**src/rtl/sram_arbiter.sv**
```systemverilog
// Round-robin, burst-bounded arbiter sharing one single-port SRAM between an
// instruction-fetch master (port 0) and a load/store master (port 1).
module sram_arbiter #(
  parameter int ADDR_W    = 14,
  parameter int DATA_W    = 32,
  parameter int MAX_BURST = 4
) (
  input  logic              clk,
  input  logic              reset,
  input  logic              req0,
  input  logic              req1,
  input  logic              we0,
  input  logic              we1,
  input  logic [ADDR_W-1:0] addr0,
  input  logic [ADDR_W-1:0] addr1,
  input  logic [DATA_W-1:0] wd0,
  input  logic [DATA_W-1:0] wd1,
  output logic              gnt0,
  output logic              gnt1,
  output logic              rvalid0,
  output logic              rvalid1,
  output logic [DATA_W-1:0] rdata0,
  output logic [DATA_W-1:0] rdata1,
  output logic [ADDR_W-1:0] mem_addr,
  output logic              mem_we,
  output logic [DATA_W-1:0] mem_wd,
  input  logic [DATA_W-1:0] mem_rd
);

  localparam int CNT_W = $clog2(MAX_BURST + 1);
  localparam logic [CNT_W-1:0] CNT_MAX  = CNT_W'(MAX_BURST);
  localparam logic [CNT_W-1:0] CNT_ONE  = CNT_W'(1);
  localparam logic [CNT_W-1:0] CNT_ZERO = {CNT_W{1'b0}};

  typedef enum logic [1:0] {
    IDLE = 2'd0,
    OWN0 = 2'd1,
    OWN1 = 2'd2
  } owner_t;

  owner_t           owner_r;
  logic             last_r;
  logic [CNT_W-1:0] cnt_r;
  logic [CNT_W-1:0] cnt_inc_s;
  logic             gnt0_s;
  logic             gnt1_s;
  logic             sel1_s;

  // Grant decision; only a tie needs the owner/burst/last state to resolve.
  always_comb begin
    gnt0_s = 1'b0;
    gnt1_s = 1'b0;
    sel1_s = 1'b0;
    if (reset) begin
      gnt0_s = 1'b0;
      gnt1_s = 1'b0;
    end else if (req0 && req1) begin
      case (owner_r)
        OWN0:    sel1_s = (cnt_r >= CNT_MAX);
        OWN1:    sel1_s = (cnt_r < CNT_MAX);
        IDLE:    sel1_s = ~last_r;
        default: sel1_s = ~last_r;
      endcase
      gnt0_s = ~sel1_s;
      gnt1_s = sel1_s;
    end else begin
      gnt0_s = req0;
      gnt1_s = req1;
    end
  end

  // Saturating beat count for an owner that keeps the grant.
  always_comb begin
    if (cnt_r >= CNT_MAX) begin
      cnt_inc_s = CNT_MAX;
    end else begin
      cnt_inc_s = cnt_r + CNT_ONE;
    end
  end

  assign gnt0     = gnt0_s;
  assign gnt1     = gnt1_s;
  assign mem_we   = (gnt0_s & we0) | (gnt1_s & we1);
  assign mem_addr = gnt1_s ? addr1 : addr0;
  assign mem_wd   = gnt0_s ? wd0 : (gnt1_s ? wd1 : {DATA_W{1'b0}});

  // Ownership, burst count and round-robin pointer; a grant-free edge idles.
  always_ff @(posedge clk or posedge reset) begin
    if (reset) begin
      owner_r <= IDLE;
      last_r  <= 1'b1;
      cnt_r   <= CNT_ZERO;
    end else if (gnt0_s) begin
      owner_r <= OWN0;
      last_r  <= 1'b0;
      cnt_r   <= (owner_r == OWN0) ? cnt_inc_s : CNT_ONE;
    end else if (gnt1_s) begin
      owner_r <= OWN1;
      last_r  <= 1'b1;
      cnt_r   <= (owner_r == OWN1) ? cnt_inc_s : CNT_ONE;
    end else begin
      owner_r <= IDLE;
      cnt_r   <= CNT_ZERO;
    end
  end

  // Registered read responses; rdata holds across writes and idle cycles.
  always_ff @(posedge clk or posedge reset) begin
    if (reset) begin
      rvalid0 <= 1'b0;
      rvalid1 <= 1'b0;
      rdata0  <= {DATA_W{1'b0}};
      rdata1  <= {DATA_W{1'b0}};
    end else begin
      rvalid0 <= gnt0_s & ~we0;
      rvalid1 <= gnt1_s & ~we1;
      if (gnt0_s && !we0) begin
        rdata0 <= mem_rd;
      end
      if (gnt1_s && !we1) begin
        rdata1 <= mem_rd;
      end
    end
  end

endmodule

```
**config.mk**
```make
export PLATFORM = sky130hd
export DESIGN_NAME = sram_arbiter
export DESIGN_NICKNAME = d
export VERILOG_FILES = /design/src/rtl/sram_arbiter.sv
export SDC_FILE = /design/constraint.sdc
export NUM_CORES = 1
export LEC_CHECK = 0
export ABC_AREA = 1
export CAP_MARGIN = 15
export CORE_MARGIN = 4
export CORE_UTILIZATION = 33
export CTS_CLUSTER_DIAMETER = 100
export DETAILED_ROUTE_END_ITERATION = 16
export GPL_TIMING_DRIVEN = 0
export PLACE_DENSITY_LB_ADDON = 0.05
export SLEW_MARGIN = 30
export SYNTH_ARGS = -nofsm -noshare
export SYNTH_HDL_FRONTEND = slang
export SYNTH_SLANG_ARGS = --single-unit
export TNS_END_PERCENT = 20
```
**constraint.sdc**
```tcl
create_clock -name clk -period 3.9 [get_ports clk]
set_input_delay 0.78 -clock clk [delete_from_list [all_inputs] [get_ports clk]]
set_output_delay 0.78 -clock clk [all_outputs]
set_load 0.05 [all_outputs]
```
== Word-level counts from Yosys, hierarchy flattened ==
Cells that the tools add are included.
Operators by class
  reductions and logical operators: 6
  $add $sub $neg: 1
  equal/unequal tests: 2
  div/mod/pow operators: 0
  $lt $le $gt $ge: 2
  multiply operators: 0
  bitwise logic cells: 9
  multiplexer cells: 19
  shift-type cells: 0
Operators by type and width (count)
  $mux W32: 2
  $mux W3: 5
  $mux W14: 1
  $mux W1: 8
  $and A1 B1 Y1: 4
  $mux W2: 2
  $not A1 Y1: 4
  $add A3 B1 Y3 const B: 1
  $ge A3 B3 Y1 const B: 1
  $logic_and A1 B1 Y1: 3
  $lt A3 B3 Y1 const B: 1
  $eq A2 B1 Y1 const B: 1
  $eq A2 B2 Y1 const B: 1
  $logic_not A1 Y1: 2
  $pmux W1 S2: 1
  $reduce_bool A2 Y1: 1
  $or A1 B1 Y1: 1
Word-level totals
  output and inout bits: 115
  bits in latches: 0
  memories kept: 0
  word-level logic and storage cells: 46
  bits of input ports: 130
  bits in writable memories: 0
  ROM bits: 0
  bits in registers: 72

== Longest topological paths before layout ==
Gate-level depths: netlist of run 1.
  word-level depth: 9
  mapped depth: 11
  gate-level depth less buffers: 10

== Least setup slack after synthesis of run 1 ==
OpenSTA, ideal clock, no wires.
  kind: input to register
  from: in reset
  to: reg rdata0[31]
  path buffers: 1
  arrival: 3.474 ns
  setup time: 0.078 ns
  path slack: 0.348 ns
  data required time: 3.822 ns
  stages: 4
  path through: clkinv_1 clkbuf_1 nand4_1 nand2_1
On the way
  longest elaborated chain between the ends: 2
RTL lines
  start: declaration: RTL line 9  | input logic reset,
  $mux W1: RTL line 54  | if (reset) begin
  $logic_and A1 B1 Y1: RTL line 117  | if (gnt0_s && !we0) begin
  end signal: assignment: RTL line 112  | rdata0 <= {DATA_W{1'b0}};
  end signal: assignment: RTL line 118  | rdata0 <= mem_rd;
  end: declaration: RTL line 22  | output logic [DATA_W-1:0] rdata0,
No other way between the ends.
A chain may end at the register's enable or synchronous reset.

== Final worst setup path of run 1 ==
  from: in reset
  to: out mem_wd[23]
On the way
  longest elaborated chain between the ends: 3
  elaborated cells on any way between the ends: 4
  those cells by class: 4 x mux
RTL lines
  $mux W1: RTL line 54
  $mux W32: RTL line 85  | assign mem_wd = gnt0_s ? wd0 : (gnt1_s ? wd1 : {DATA_W{1'b0}});
  $mux W32 *: RTL line 85
  end: declaration: RTL line 26  | output logic [DATA_W-1:0] mem_wd,
Mark *: on every way between the ends. The rest lies on a longest branch, timed or not.

==> results of run 1 <==
layout by cell type, fill, tap and decap left out, types with 3 or more instances in the layout:
cell,instances
dfrtp_1,71
nand2_1,248
clkbuf_1,16
nand4_1,100
dlygate4sd2_1,27
clkdlybuf4s50_1,203
ha_1,6
clkbuf_2,11
nor2_1,6
nand2_2,4
inv_1,12
o21ai_0,3
clkbuf_16,9
buf_2,18
dlymetal6s2s_1,4
inv_2,3
clkinv_2,3
worst min-delay path by stage:
stage	from	slack (ns)	to	depth (start not counted)
detailed placement	rdata1[17]$_DFFE_PP0P_	0.46	rdata1[17]$_DFFE_PP0P_	2
floorplan	last_r$_DFFE_PP1P_	0.45	last_r$_DFFE_PP1P_	2
CTS	rdata1[17]$_DFFE_PP0P_	0.47	rdata1[17]$_DFFE_PP0P_	2
finish	rdata1[17]$_DFFE_PP0P_	0.47	rdata1[17]$_DFFE_PP0P_	2
global route	rdata1[29]$_DFFE_PP0P_	0.48	rdata1[29]$_DFFE_PP0P_	2
global placement	rdata1[18]$_DFFE_PP0P_	0.45	rdata1[18]$_DFFE_PP0P_	2
power by group through the flow:
stage	Combinational [uW]	Clock [uW]	Sequential, uW
2_1_floorplan	476	0	1600
3_3_place_gp	1720	0	1030
3_5_place_dp	1740	0	1030
4_1_cts	1720	848	1020
5_1_grt	1800	882	1050
6_report	1710	837	1020
registers in the layout, summed over array words and instances (netlist names):
register and cells:
last_r 1, owner_r 2, rdata1 32, cnt_r 3, rvalid1 1, rdata0 32
rvalid0 1
through the flow:
stage,power [uW],instances,area (um^2),setup TNS (ns)
finish,3560,906,6690,0
global route,3720,906,6690,-0.130
CTS,3590,906,6710,0
detailed placement,2770,890,6450,-5.81
global placement,2750,889,6420,-130.94
floorplan,2070,505,3810,0
routing by layer:
layer	track usage	routed length (um)	vias to the layer above	share of wire
met5	0	0	-	0
met3	0.0606	1280	13	0.083
met1	0.262	5830	2122	0.38
li1	-	-	2201	-
met4	0.0610	162	0	0.011
met2	0.409	8000	185	0.52
kinds of logic after synthesis:
kind of cell	count (synthesis)	synth area share
buffers and inverters	58	0.0680
AND/OR/NAND/NOR	363	0.430
flip-flops	72	0.474
AO/OA/AOI/OAI	6	0.00887
adder cells (fa/ha/maj)	6	0.0197
critical path, delay by kind of cell:
kind	cells	cell delay, ns
buf+inv	4	1.67
simple gates	3	0.58
final cells by class:
type / count / share of cell area
inverter: 17 / 0.00954
multi-input combinational: 375 / 0.261
tap: 140 / 0.0262
clock buffer: 11 / 0.0378
timing repair buffer: 245 / 0.358
clock inverter: 5 / 0.00804
sequential: 72 / 0.270
buffer: 41 / 0.0301
==> results.md, run 1 <==
* Flop pwr share at 0.287
* Sequential Area at 1800 um^2
* Unrepaired setup endpoints after global routing: yes
* Count leader, synth: nand2_1
* Logic pwr share at 0.479
* Die ar. at 13300 um^2
* Net Count, Synth at 641
* Min Hold Slack at 0.469 ns
* Initial antenna violation count at 0
* CTS tree: yes
* Post-CTS Repair Setup Buffers at 0
* Crit path DAT at 3.04 ns
* Synth cell types at 21
* Crit path max fanout at 10
* # IOs at 245
* Fill count at 1070
* PostCTS Resize Cnt at 38
* Layout cells sized above 1 at 0.0809
* Fin crit period at 3.82 ns
* Post-Route Skew at 0.00391 ns
* Async S/R FF share, synth at 1.00
* Slowest library cell on the worst path: clkdlybuf4s15_1
* R2r setup slk at 1.82 ns
* Die width at 115 um
* Crit. Startpoint: reset
* Register bit total from synthesis at 72
* Area delta synth->final at 75.7%
* Die Height at 115 um
* Synth top cells by count: nand2_1, nand4_1, dfrtp_1, buf_2, clkbuf_1
* Cell area after synthesis at 3810 um^2
* Clock latency on the worst-skew pair at 0.33 ns
* R2R Path End: rdata0[7]$_DFFE_PP0P_
* DRC at 0
* Worst Max-Slew Pin Slew at 0.627 ns
* Max Transition Viols Final at 0
* Largest net degree at the start of global routing at 45
* Hpwl dp at 12100 um
* Pwr/cell area at 533 nW/um^2
* Final Hold Fails at 0
* Cells after synthesis at 505
* Reg2Reg Depth at 8
* Row count at 38
* CTS sink cnt at 72
* N_diodes at 0
* Longest Clk Path Bufs at 2
* Critical Path, Cell by Cell: clkdlybuf4s50_1, nor2_2, buf_2, buf_1, nand4_1, nand2_1, clkdlybuf4s15_1
* Status: finished clean
* Max-cap viol count at 0
* CP Capture Point: mem_wd[23]
* First-pass GRT wire length at 23700 um
* Fin nets at 897
* Critical path class: primary input to output port
* H-tree levels at 3
* Final ANT Viol Nets at 0
* Pleak at 0.00337 uW
* Final Cycle Share at 0.978
* NetSw at 1560 uW
* Wire per inst at 16.9 um
* Setup violations, final at 0
* Max VDD drop at 0.318 mV
* CTS Buf Count at 9
* Worst Hold Class: flip-flop to flip-flop
* Launch point of the worst reg-to-reg path: owner_r[0]$_DFF_PP0_
* Vias in the first global route at 4676
* Placer Congestion at 0.808
* Total GRT Usage at 0.225
* Root buffer selected by CTS: clkbuf_16
* Iter 0 DRT Violations at 354
* Core Region at 11100 um^2
* Gr ovfl total at 0
* Area leader, netlist: dfrtp_1
* Crit start category: primary input
* Worst slack at placement at -0.266 ns
* Worst path max stage delay at 0.53 ns
* Final WS setup at 0.0841 ns
* Vias post-DR at 4521
* Pre-antenna DRT Iters at 5
* Clk pwr share at 0.235
* Final WL at 15300 um
* CP Data Required Time at 3.12 ns
* Util after Layout at 0.604
* Sequential-to-total area share from yosys stat at 0.474
* Starting density of the core at 0.344
* Footprint of the multi-input gates at 1750 um^2
* Average cell area after synthesis at 7.54 um^2
* Number of port buffers at 244
* CTS clk-pin slew, worst paths at 0.06 ns
* Top FF cell, synth: dfrtp_1
* Vias/cell at 4.99
* Syn. warnings at 0
* Switching Share at 0.438
* Slew headroom at 0.581
* Critical Path End Type: output port
* Pint at 2000 uW
* EDFF count, synth at 0
* F_max at 262 MHz
* Hold_buf cts at 0
* Yosys top cell area share at 0.467
* Largest cells by area after synthesis: dfrtp_1, nand2_1, nand4_1
Power figures use the tool's default switching activity.
==> run 2, diff against run 1 <==
--- a/config.mk
+++ b/config.mk
@@ -12,7 +12,8 @@
 export CTS_CLUSTER_DIAMETER = 100
 export DETAILED_ROUTE_END_ITERATION = 16
 export GPL_TIMING_DRIVEN = 0
-export PLACE_DENSITY_LB_ADDON = 0.05
+export HOLD_SLACK_MARGIN = 0.02
+export PLACE_DENSITY = 0.77
 export SLEW_MARGIN = 30
 export SYNTH_ARGS = -nofsm -noshare
 export SYNTH_HDL_FRONTEND = slang
==> run 2 against run 1 <==
Register-to-register slack improved by 0.05 ns. Sequential share of layout area decreased by 0.13 points. Largest cell class unchanged. Combinational power about the same. Via count decreased by 0.31%. Clock skew increased by 0.0030 ns. Worst hold slack improved by 0.0023 ns. Fmax about the same. Final cell count unchanged. First-iteration DRC count increased by 3.1%. Design area increased by 0.49%. Sequential power about the same. Die area unchanged.
==> results.md, run 2 (synthesis results as in run 1) <==
* Status: finished clean
* Max Transition Viols Final at 0
* Worst hold start: rdata1[16]$_DFFE_PP0P_
* Longest Clk Path Bufs at 2
* Die width at 115 um
* Fin crit period at 3.82 ns
* Setup violations, final at 0
* Row count at 38
* Iter 0 DRT Violations at 365
* # IOs at 245
* Critical path class: primary input to output port
* Launch point of the worst reg-to-reg path: owner_r[0]$_DFF_PP0_
* Crit path DAT at 3.04 ns
* Fin cells at 906
* Slew headroom at 0.605
* R2R Path End: rdata0[6]$_DFFE_PP0P_
* Vias/cell at 4.97
* Clock latency on the worst-skew pair at 0.32 ns
* Root buffer selected by CTS: clkbuf_16
* Hold_buf cts at 0
* Critical Path End Type: output port
* Final WL at 15100 um
* CP Data Required Time at 3.12 ns
* CTS tree: yes
* Reg2Reg Depth at 8
* Total power at 3660 uW
* Worst Max-Slew Pin Slew at 0.592 ns
* H-tree levels at 3
* Layout cells sized above 1 at 0.0928
* Worst path max stage delay at 0.50 ns
* R2r setup slk at 1.87 ns
* Total GRT Usage at 0.225
* Hold Path Cell Cnt at 2
* Min Hold Slack at 0.471 ns
* Leading cell type in the layout, fill and taps excluded: nand2_1
* Max VDD drop at 0.379 mV
* Starting density of the core at 0.344
* Final instance area at 6720 um^2
* Crit start category: primary input
* Critical Path, Cell by Cell: clkdlybuf4s50_1, nor2_2, buf_2, clkbuf_1, nand4_1, nand2_1, clkdlybuf4s15_1
* Fin nets at 897
* Vias post-DR at 4507
* Final WS setup at 0.0809 ns
* Pleak at 0.00340 uW
* Worst slack at placement at -0.241 ns
* Placer Congestion at 0.818
* Placed Cells at 890
* Regs by FF count: rdata0 x32, rdata1 x32, cnt_r x3
* Hold path endpoint: rdata1[16]$_DFFE_PP0P_
* Largest net degree at the start of global routing at 51
* PostCTS Resize Cnt at 27
* Initial antenna violation count at 1
* Die ar. at 13300 um^2
* Core Region at 11100 um^2
* Final Cycle Share at 0.979
* Crit path max fanout at 10
* Final Hold Fails at 0
* F_max at 262 MHz
* Hpwl dp at 12200 um
* Commonest cells after routing, fill and taps aside: nand2_1, clkdlybuf4s50_1, nand4_1, dfrtp_1, clkbuf_2
* Gr ovfl total at 0
* Max-cap viol count at 0
* Final ANT Viol Nets at 0
* Area delta synth->final at 76.5%
* Pwr/cell area at 544 nW/um^2
* Post-CTS Repair Setup Buffers at 0
* CTS sink cnt at 72
* Post-Route Skew at 0.00693 ns
* CTS Buf Count at 9
* Worst Hold Class: flip-flop to flip-flop
* Fill count at 1002
* CTS clk-pin slew, worst paths at 0.06 ns
* DRC at 0
* Vias in the first global route at 4694
* Placed inst area at 6460 um^2
* Slowest library cell on the worst path: clkdlybuf4s15_1
* Number of port buffers at 244
* Unrepaired setup endpoints after global routing: yes
* Pre-antenna DRT Iters at 4
* First-pass GRT wire length at 23500 um
* Wire per inst at 16.6 um
* Die Height at 115 um
-- run 2: cell count changes in the layout (fill, tap and decap cells not counted), sizes merged --
| cell | before | now |
|---|---|---|
| buf | 23 | 24 |
| bufinv | 1 | 3 |
| clkbuf | 39 | 49 |
| clkdlybuf4s15 | 1 | 5 |
| clkdlybuf4s50 | 203 | 204 |
| clkinv | 5 | 3 |
| clkinvlp | 0 | 1 |
| diode | 0 | 1 |
| dlygate4sd2 | 27 | 1 |
| dlymetal6s2s | 4 | 13 |
| inv | 16 | 15 |
-- run 2: area by class of cell --
type                    instances  area [um^2]  area share
repair buffers                245         2400       0.356
flip-flops and latches         72         1800       0.268
multi-input cells             375         1750       0.260
clock buffers                  10          229      0.0341
plain buffers                  41          200      0.0298
well taps                     140          175      0.0261
clock inverters                 5          106      0.0158
inverters                      17         63.8     0.00949
diodes                          1         2.50    0.000372
-- run 2: critical path: cells and delay by family --
| kind | cells | cell delay, ns |
|---|---|---|
| buf+inv | 4 | 1.70 |
| simple gates | 3 | 0.55 |
-- run 2: how the worst max path moves through the flow --
| stage | start | to | slack, ns |
|---|---|---|---|
| floorplan | reset | cnt_r[0]$_DFF_PP0_ | 0.09 |
| global placement | reset | rvalid0$_DFF_PP0_ | -1.49 |
| detailed placement | reset | mem_wd[17] | -0.24 |
| CTS | reset | mem_addr[10] | 0.003 |
| global route | reset | mem_wd[29] | -0.07 |
| finish | reset | mem_wd[29] | 0.08 |
-- run 2: layer usage --
| layer | vias up | wire, um | part of all wire | global-route usage |
|---|---|---|---|---|
| met4 | 0 | 271 | 0.018 | 0.0736 |
| met3 | 20 | 1400 | 0.093 | 0.0621 |
| met2 | 206 | 7820 | 0.52 | 0.409 |
| met1 | 2079 | 5600 | 0.37 | 0.255 |
| li1 | 2202 | - | - | - |
| met5 | - | 0 | 0 | 0 |
-- run 2: power by group --
group / internal (uW) / switching [uW] / leakage [uW] / total, uW
clock: 622 / 304 / 0.000159 / 927
combinational: 562 / 1150 / 0.00233 / 1710
sequential: 918 / 101 / 0.000905 / 1020
total: 2100 / 1550 / 0.00340 / 3660
-- run 2: through the flow --
step	setup TNS, ns	utilization
floorplan	0	-
global placement	-119.71	0.580
detailed placement	-4.85	0.583
CTS	0	0.610
global route	-0.140	0.607
finish	0	0.607
==> run 3, diff against run 2 <==
--- a/config.mk
+++ b/config.mk
@@ -13,7 +13,7 @@
 export DETAILED_ROUTE_END_ITERATION = 16
 export GPL_TIMING_DRIVEN = 0
 export HOLD_SLACK_MARGIN = 0.02
-export PLACE_DENSITY = 0.77
+export PLACE_DENSITY = 0.89
 export SLEW_MARGIN = 30
 export SYNTH_ARGS = -nofsm -noshare
 export SYNTH_HDL_FRONTEND = slang
==> run 3 against run 2 <==
Core utilization fell by 0.16 points. Final cell count is the same. Critical path depth down 1. Flip-flop and latch count is the same. Via count increased by 2.4%. Largest cell class unchanged.
==> results.md, run 3 (synthesis results as in run 1) <==
* Min Hold Slack at 0.475 ns
* Root buffer selected by CTS: clkbuf_16
* Vias post-DR at 4616
* Unrepaired setup endpoints after global routing: yes
* Final Cycle Share at 0.984
* F_max at 261 MHz
* Starting density of the core at 0.344
* Post-CTS Repair Setup Buffers at 0
* Top Family by Delay on Critical Path: buffers and inverters
* Worst Hold Class: flip-flop to flip-flop
* Worst path max stage delay at 0.81 ns
* Number of port buffers at 244
* Max Transition Viols Final at 0
* Area delta synth->final at 76.1%
* N_diodes at 0
* Largest net degree at the start of global routing at 47
* Final WL at 15200 um
* Max VDD drop at 0.432 mV
* Crit start category: primary input
* Die width at 115 um
* # IOs at 245
* Longest Clk Path Bufs at 2
* Critical Path End Type: output port
* CTS clk-pin slew, worst paths at 0.06 ns
* R2R Path End: rdata0[4]$_DFFE_PP0P_
* Regs by FF count: rdata0 x32, rdata1 x32, cnt_r x3
* CP Data Required Time at 3.12 ns
* Launch point of the worst reg-to-reg path: owner_r[0]$_DFF_PP0_
* Worst Max-Slew Pin Slew at 0.555 ns
* Crit path DAT at 3.06 ns
* Leading cell type in the layout, fill and taps excluded: nand2_1
* Reg2Reg Depth at 8
* Max-cap viol count at 0
* Die ar. at 13300 um^2
* Wire per inst at 16.8 um
* CTS Buf Count at 9
* Pwr/cell area at 539 nW/um^2
* Pre-antenna DRT Iters at 5
* Layout cells sized above 1 at 0.0875
* Iter 0 DRT Violations at 458
* Setup violations, final at 0
* Die Height at 115 um
* DRC at 0
* Slowest library cell on the worst path: clkdlybuf4s50_1
* CP most frequent cell: clkdlybuf4s50_1
* Hold_buf cts at 0
* Hold path endpoint: rdata0[8]$_DFFE_PP0P_
* H-tree levels at 3
* CTS sink cnt at 72
* Fin nets at 897
* Hold Path Cell Cnt at 2
* Crit. Startpoint: reset
* Hpwl dp at 11900 um
* Fill count at 984
* Util after Layout at 0.605
* Clock latency on the worst-skew pair at 0.32 ns
* First-pass GRT wire length at 23200 um
* Status: finished clean
* Critical path class: primary input to output port
* Final ANT Viol Nets at 0
* CTS tree: yes
* Gr ovfl total at 0
* Slew headroom at 0.629
* Core Region at 11100 um^2
* Initial antenna violation count at 0
* Fin crit period at 3.84 ns
* Commonest cells after routing, fill and taps aside: nand2_1, clkdlybuf4s50_1, nand4_1, dfrtp_1, dlygate4sd2_1
* CP bufs+invs at 3
* R2r setup slk at 1.85 ns
* Crit path max fanout at 10
* Pleak at 0.00334 uW
* Final Hold Fails at 0
* Post-Route Skew at 0.00393 ns
* Row count at 38
* Placer Congestion at 0.811
* Worst hold start: rdata0[8]$_DFFE_PP0P_
* Vias in the first global route at 4608
* Final setup TNS at 0 ns
* Total GRT Usage at 0.222
* Vias/cell at 5.09
* Critical Path, Cell by Cell: clkdlybuf4s50_1, nor2_2, buf_1, nand4_1, nand2_1, clkdlybuf4s50_1
## run 3: changes by cell type in the layout (fill, tap and decap cells not counted), moves of 2 or more
| cell | previous run | this run |
|---|---|---|
| dlymetal6s2s_1 | 13 | 4 |
| clkdlybuf4s15_2 | 0 | 2 |
| clkdlybuf4s15_1 | 5 | 2 |
| dlygate4sd2_1 | 1 | 20 |
| clkbuf_2 | 22 | 15 |
## run 3: worst register-to-register path: cells and delay by family (launching register included)
| family | cells | cell delay (ns) |
|---|---|---|
| flip-flops | 1 | 0.37 |
| buffers and inverters | 2 | 0.49 |
| adder cells (fa/ha/maj) | 1 | 0.33 |
| AND/OR/NAND/NOR | 4 | 0.52 |
| AO/OA/AOI/OAI | 1 | 0.27 |
## run 3: what timing repair did
action,4_1_cts,5_1_grt
pin swaps,0,0
setup endpoints to repair,37,32
gates resized for setup,44,33
## run 3: cell type report
type                    count  area, um^2  share of cell area
plain buffers              41         201              0.0300
clock buffers              11         243              0.0362
clock inverters             5        80.1              0.0119
inverters                  17        63.8             0.00952
multi-input cells         375        1750               0.260
flip-flops and latches     72        1800               0.269
well taps                 140         175              0.0261
repair buffers            245        2390               0.357
## run 3: metal layers
layer,vias up,share of wire,track usage
li1,2205,-,-
met1,2134,0.39,0.270
met5,-,0,0
met4,0,0.026,0.0673
met3,30,0.083,0.0512
met2,247,0.50,0.392
## run 3: power breakdown
group          total, uW  switching (uW)  internal (uW)
clock                881             305            576
combinational       1710            1150            558
sequential          1020             101            918
## run 3: worst max-delay path by stage
stage	to	cells past startpoint
3_3_place_gp	rdata1[0]$_DFFE_PP0P_	3
3_5_place_dp	mem_wd[29]	7
6_report	mem_wd[0]	6
2_1_floorplan	cnt_r[0]$_DFF_PP0_	2
4_1_cts	mem_wd[8]	7
5_1_grt	mem_wd[0]	6
## run 3: per-stage QoR
stage	total power [uW]	cell area (um^2)	instances	setup slack [ns]
final	3610	6700	906	0.0621
after global routing	3760	6700	906	-0.116
after CTS	3630	6740	906	0.00217
after detailed placement	2770	6460	890	-0.303
after global placement	2740	6420	889	-1.62
after floorplan	2070	3810	505	0.0913
